$ cat config.mk
export PLATFORM = sky130hd
export DESIGN_NAME = apb_cmd_master
export DESIGN_NICKNAME = d
export VERILOG_FILES = /design/src/rtl/apb_cmd_master.sv
export SDC_FILE = /design/constraint.sdc
export NUM_CORES = 1
export LEC_CHECK = 0
export ABC_AREA = 1
export CORE_ASPECT_RATIO = 0.75
export CORE_MARGIN = 4
export CORE_UTILIZATION = 40
export DETAILED_ROUTE_END_ITERATION = 8
export GPL_ROUTABILITY_DRIVEN = 0
export HOLD_SLACK_MARGIN = 0.1
export PLACE_DENSITY = 0.83
export SETUP_SLACK_MARGIN = 0.5
export SLEW_MARGIN = 15
export SYNTH_ARGS = -nofsm -noshare
export SYNTH_HDL_FRONTEND = slang
export SYNTH_SLANG_ARGS = --single-unit
export TNS_END_PERCENT = 100
$ cat constraint.sdc
create_clock -name sys_clk -period 4.6 [get_ports sys_clk]
set_input_delay 1.15 -clock sys_clk [delete_from_list [all_inputs] [get_ports sys_clk]]
set_output_delay 1.15 -clock sys_clk [all_outputs]
set_load 0.03 [all_outputs]
$ cat src/rtl/apb_cmd_master.sv
// Single-beat command to APB requester for the timer subsystem, with a
// per-transfer ACCESS watchdog and a valid/ready response port.
`timescale 1ns/1ps
module apb_cmd_master #(
  parameter int unsigned TIMEOUT = 16
) (
  input  logic        sys_clk,
  input  logic        sys_rst,
  input  logic        cmd_valid,
  output logic        cmd_ready,
  input  logic [11:0] cmd_addr,
  input  logic        cmd_write,
  input  logic [31:0] cmd_wdata,
  input  logic [3:0]  cmd_strb,
  output logic        rsp_valid,
  input  logic        rsp_ready,
  output logic [31:0] rsp_rdata,
  output logic        rsp_err,
  output logic        rsp_timeout,
  output logic [11:0] tim_paddr,
  output logic        tim_psel,
  output logic        tim_penable,
  output logic        tim_pwrite,
  output logic [31:0] tim_pwdata,
  output logic [3:0]  tim_pstrb,
  input  logic [31:0] tim_prdata,
  input  logic        tim_pready,
  input  logic        tim_pslverr
);

  localparam int unsigned CNT_W = $clog2(TIMEOUT + 1);
  localparam logic [CNT_W-1:0] CNT_LAST = CNT_W'(TIMEOUT - 1);

  typedef enum logic [1:0] {
    ST_IDLE,
    ST_SETUP,
    ST_ACCESS,
    ST_RESP
  } state_e;

  state_e            state_q, state_d;
  logic [CNT_W-1:0]  cnt_q, cnt_d;
  logic              cmd_ready_q, cmd_ready_d;
  logic              psel_q, psel_d;
  logic              penable_q, penable_d;
  logic [11:0]       paddr_q, paddr_d;
  logic              pwrite_q, pwrite_d;
  logic [31:0]       pwdata_q, pwdata_d;
  logic [3:0]        pstrb_q, pstrb_d;
  logic              rsp_valid_q, rsp_valid_d;
  logic [31:0]       rsp_rdata_q, rsp_rdata_d;
  logic              rsp_err_q, rsp_err_d;
  logic              rsp_timeout_q, rsp_timeout_d;

  always_comb begin
    state_d       = state_q;
    cnt_d         = cnt_q;
    paddr_d       = paddr_q;
    pwrite_d      = pwrite_q;
    pwdata_d      = pwdata_q;
    pstrb_d       = pstrb_q;
    rsp_rdata_d   = rsp_rdata_q;
    rsp_err_d     = rsp_err_q;
    rsp_timeout_d = rsp_timeout_q;

    case (state_q)
      ST_IDLE: begin
        if (cmd_valid && cmd_ready_q) begin
          paddr_d  = cmd_addr;
          pwrite_d = cmd_write;
          pwdata_d = cmd_wdata;
          pstrb_d  = cmd_write ? cmd_strb : '0;
          state_d  = ST_SETUP;
        end
      end
      ST_SETUP: begin
        cnt_d   = '0;
        state_d = ST_ACCESS;
      end
      ST_ACCESS: begin
        // pready is tested first so a completion in the last permitted cycle beats the watchdog
        if (tim_pready) begin
          rsp_rdata_d   = pwrite_q ? '0 : tim_prdata;
          rsp_err_d     = tim_pslverr;
          rsp_timeout_d = 1'b0;
          state_d       = ST_RESP;
        end else if (cnt_q == CNT_LAST) begin
          rsp_rdata_d   = '0;
          rsp_err_d     = 1'b1;
          rsp_timeout_d = 1'b1;
          state_d       = ST_RESP;
        end else begin
          cnt_d = cnt_q + CNT_W'(1);
        end
      end
      ST_RESP: begin
        if (rsp_ready) begin
          state_d = ST_IDLE;
        end
      end
      default: state_d = ST_IDLE;
    endcase

    cmd_ready_d = (state_d == ST_IDLE);
    psel_d      = (state_d == ST_SETUP) || (state_d == ST_ACCESS);
    penable_d   = (state_d == ST_ACCESS);
    rsp_valid_d = (state_d == ST_RESP);
  end

  always_ff @(posedge sys_clk) begin
    if (sys_rst) begin
      state_q       <= ST_IDLE;
      cnt_q         <= '0;
      cmd_ready_q   <= 1'b1;
      psel_q        <= 1'b0;
      penable_q     <= 1'b0;
      paddr_q       <= '0;
      pwrite_q      <= 1'b0;
      pwdata_q      <= '0;
      pstrb_q       <= '0;
      rsp_valid_q   <= 1'b0;
      rsp_rdata_q   <= '0;
      rsp_err_q     <= 1'b0;
      rsp_timeout_q <= 1'b0;
    end else begin
      state_q       <= state_d;
      cnt_q         <= cnt_d;
      cmd_ready_q   <= cmd_ready_d;
      psel_q        <= psel_d;
      penable_q     <= penable_d;
      paddr_q       <= paddr_d;
      pwrite_q      <= pwrite_d;
      pwdata_q      <= pwdata_d;
      pstrb_q       <= pstrb_d;
      rsp_valid_q   <= rsp_valid_d;
      rsp_rdata_q   <= rsp_rdata_d;
      rsp_err_q     <= rsp_err_d;
      rsp_timeout_q <= rsp_timeout_d;
    end
  end

  assign cmd_ready   = cmd_ready_q;
  assign tim_psel    = psel_q;
  assign tim_penable = penable_q;
  assign tim_paddr   = paddr_q;
  assign tim_pwrite  = pwrite_q;
  assign tim_pwdata  = pwdata_q;
  assign tim_pstrb   = pstrb_q;
  assign rsp_valid   = rsp_valid_q;
  assign rsp_rdata   = rsp_rdata_q;
  assign rsp_err     = rsp_err_q;
  assign rsp_timeout = rsp_timeout_q;

endmodule

==> impl_metrics.env <==
export IMPL_cts_buffers=9
export IMPL_synthArstFlopShare_pct=0
export IMPL_syn_avg_cell_area_um2=7.55
export IMPL_synth_most_common_cell="nor2_1"
export IMPL_ir_drop_mv=0.200
export IMPL_io_buffers=173
export IMPL_htree_levels=3
export IMPL_p_switching_w=0.000855
export IMPL_synth_flop_cell="dfxtp_1"
export IMPL_swShare_pct=34.4
export IMPL_dp_hpwl_um=7910
export IMPL_drv_cap=0
export IMPL_synth_seq_area_share_pct=48.8
export IMPL_final_antenna_net_count=0
export IMPL_arrival_ps=1700
export IMPL_rr_startpoint="cnt_q[0]"
export IMPL_core_um2=9230
export IMPL_hold_viol=0
export IMPL_syn_nets=603
export IMPL_drv_slew=0
export IMPL_fin_crit_sh_pct=62.0
export IMPL_synthCells=511
export IMPL_yosys_area_top_type="dfxtp_1"
export IMPL_fp_dieH_um=93.0
export IMPL_end_kind="output pin"
export IMPL_grt_max_degree=52
export IMPL_internal_power_w=0.00163
export IMPL_wl_per_cell_um=13.4
export IMPL_cts_tree="done"
export IMPL_ctsResizeCount=0
export IMPL_drive_above_1_share_pct=7.76
export IMPL_drt_iter0_drc=240
export IMPL_vias=3778
export IMPL_setup_violations=0
export IMPL_rr_worst_depth=11
export IMPL_path_max_fanout=34
export IMPL_grt_pass1_wl_um=17100
export IMPL_rsz0062_at_grt="no"
export IMPL_first_global_vias=3633
export IMPL_root_buffer="clkbuf_16"
export IMPL_clock_latency_ps=340
export IMPL_path_clk_slew_ps=70
export IMPL_initial_core_util_pct=41.8
export IMPL_worst_slew_pin_slew_ps=743
export IMPL_synth_area_um2=3860
export IMPL_hp_class="flop to flop"
export IMPL_area_growth_pct=51.5
export IMPL_n_fill_cell=806
export IMPL_ios=174
export IMPL_critPathKind="flop to output pin"
export IMPL_crit_start="tim_pwrite"
export IMPL_grt_usage_pct=18.5
export IMPL_start_kind="flop"
export IMPL_yosysTopAreaCellShare_pct=48.8
export IMPL_final_nets=757
export IMPL_p_clk_share_pct=28.6
export IMPL_whs_path_depth=2
export IMPL_setup_tns_ps=0
export IMPL_dieArea_um2=11300
export IMPL_drc=0
export IMPL_grt_ovfl_total=0
export IMPL_wl_um=10700
export IMPL_period_minus_slack_ps=2850
export IMPL_synth_area_leaders="dfxtp_1 49%, nor2_1 13%, o21ai_0 6.0%"
export IMPL_synth_edf_count=0
export IMPL_postCtsSetupBuffers=0
export IMPL_cts_sinks=94
export IMPL_required_ps=3450
export IMPL_seqPwrFrac_pct=39.3
export IMPL_dp_cells=782
export IMPL_ys_ff_latch=94
export IMPL_p_total_w=0.00248
export IMPL_via_per_inst=4.73
export IMPL_yosysWarnings=0
export IMPL_p_leak_nw=2.31
export IMPL_status="complete, no violations"
export IMPL_synth_commonest_cells="136 x nor2_1, 94 x dfxtp_1, 49 x inv_1, 46 x o21ai_0, 42 x nand2_1"
export IMPL_dr_pass1_iters=4
export IMPL_row_count=30
export IMPL_fp_dieW_um=121
export IMPL_relSlewSlack_pct=50.3
export IMPL_antenna_found_initial=0
export IMPL_ys_types=25
export IMPL_hold_buffers=0
export IMPL_comb_power_share_pct=32.0
export IMPL_clock_skew_ps=8.53
export IMPL_antennaDiodeCount=0
export IMPL_fin_cells=798
export IMPL_max_freq_ghz=0.350
export IMPL_min_from="rsp_rdata[11]"
export IMPL_fin_util_pct=63.3
export IMPL_powerDensity_nw_per_um2=425
export IMPL_cts_buffer_depth=2
==> cells in the final DEF, fill, tap and decap left out <==
| master | n |
|---|---|
| nand2_4 | 1 |
| nand3_1 | 38 |
| clkinv_4 | 1 |
| inv_6 | 3 |
| o21ai_0 | 46 |
| nor2_1 | 136 |
| inv_8 | 1 |
| inv_2 | 3 |
| clkdlybuf4s50_1 | 172 |
| nand4_1 | 4 |
| dfxtp_1 | 94 |
| nor2_2 | 1 |
| clkbuf_16 | 9 |
| buf_2 | 1 |
| nor2_4 | 3 |
| o21ai_1 | 1 |
| a21oi_2 | 10 |
| ha_1 | 5 |
| inv_4 | 1 |
| buf_4 | 3 |
| nand2_2 | 11 |
| a21oi_1 | 32 |
| clkinvlp_4 | 2 |
| inv_1 | 48 |
| clkbuf_8 | 1 |
| or2_2 | 1 |
| nand2_1 | 42 |
==> area by class of cell <==
cell class,count,area (um^2),share of cell area (%)
Clock inverter,6,52.6,0.899
Clock buffer,10,239,4.09
Multi-Input combinational cell,331,1560,26.6
Timing Repair Buffer,176,1750,29.9
Inverter,53,206,3.53
Tap cell,128,160,2.74
Sequential cell,94,1880,32.2
==> flip-flops by register name, indices dropped and copies added, names as in the netlist <==
register,count
rsp_valid,1
cnt_q,5
rsp_err,1
tim_paddr,12
tim_pstrb,4
cmd_ready,1
rsp_rdata,32
tim_penable,1
tim_psel,1
rsp_timeout,1
tim_pwdata,32
state_q,2
tim_pwrite,1
==> routing by layer <==
layer / global-route usage, % / up-vias / wire length (um)
li1: - / 1908 / -
met5: 0 / - / 0
met3: 5.08 / 8 / 715
met4: 5.88 / 0 / 136
met2: 32.7 / 117 / 5420
met1: 21.8 / 1745 / 4470
==> per-stage QoR <==
step	worst slack, ps	cell area (um^2)	hold WS (ps)
final	1750	5840	463
after global routing	1660	5840	484
after CTS	1720	5840	466
after detailed placement	1550	5550	457
after global placement	1590	5550	451
after floorplan	2300	3860	458
==> worst paths after layout <==
| kind | endpoint | slack, ps |
|---|---|---|
| hold reg to reg | rsp_rdata[11] | 460 |
| setup / recovery | tim_pwrite | 1750 |
| hold / removal | rsp_rdata[11] | 460 |
| setup reg to reg | cmd_ready | 2690 |
==> worst max-delay path, cell delays in order (launching register included) <==
cell and delay, ps:
dfxtp_1 310, buf_4 310, clkdlybuf4s50_1 750
==> power groups by stage <==
stage / Combinational, W / Sequential, W / Clock [W]
after CTS: 0.000801 / 0.000976 / 0.000734
after global routing: 0.000858 / 0.000989 / 0.000762
final: 0.000794 / 0.000976 / 0.000711
after detailed placement: 0.000798 / 0.000995 / 0
after global placement: 0.000781 / 0.000989 / 0
after floorplan: 0.000306 / 0.00118 / 0
==> logic make-up (layout without fill, tap and decap cells) <==
group / count (synthesis) / in the layout / synth area share (%)
simple gates: 237 / 237 / 26.2
compound gates: 89 / 89 / 12.5
fa+ha+maj: 5 / 5 / 1.62
buf+inv: 86 / 245 / 10.9
flops: 94 / 94 / 48.8
(Power assumes the default switching activity.)
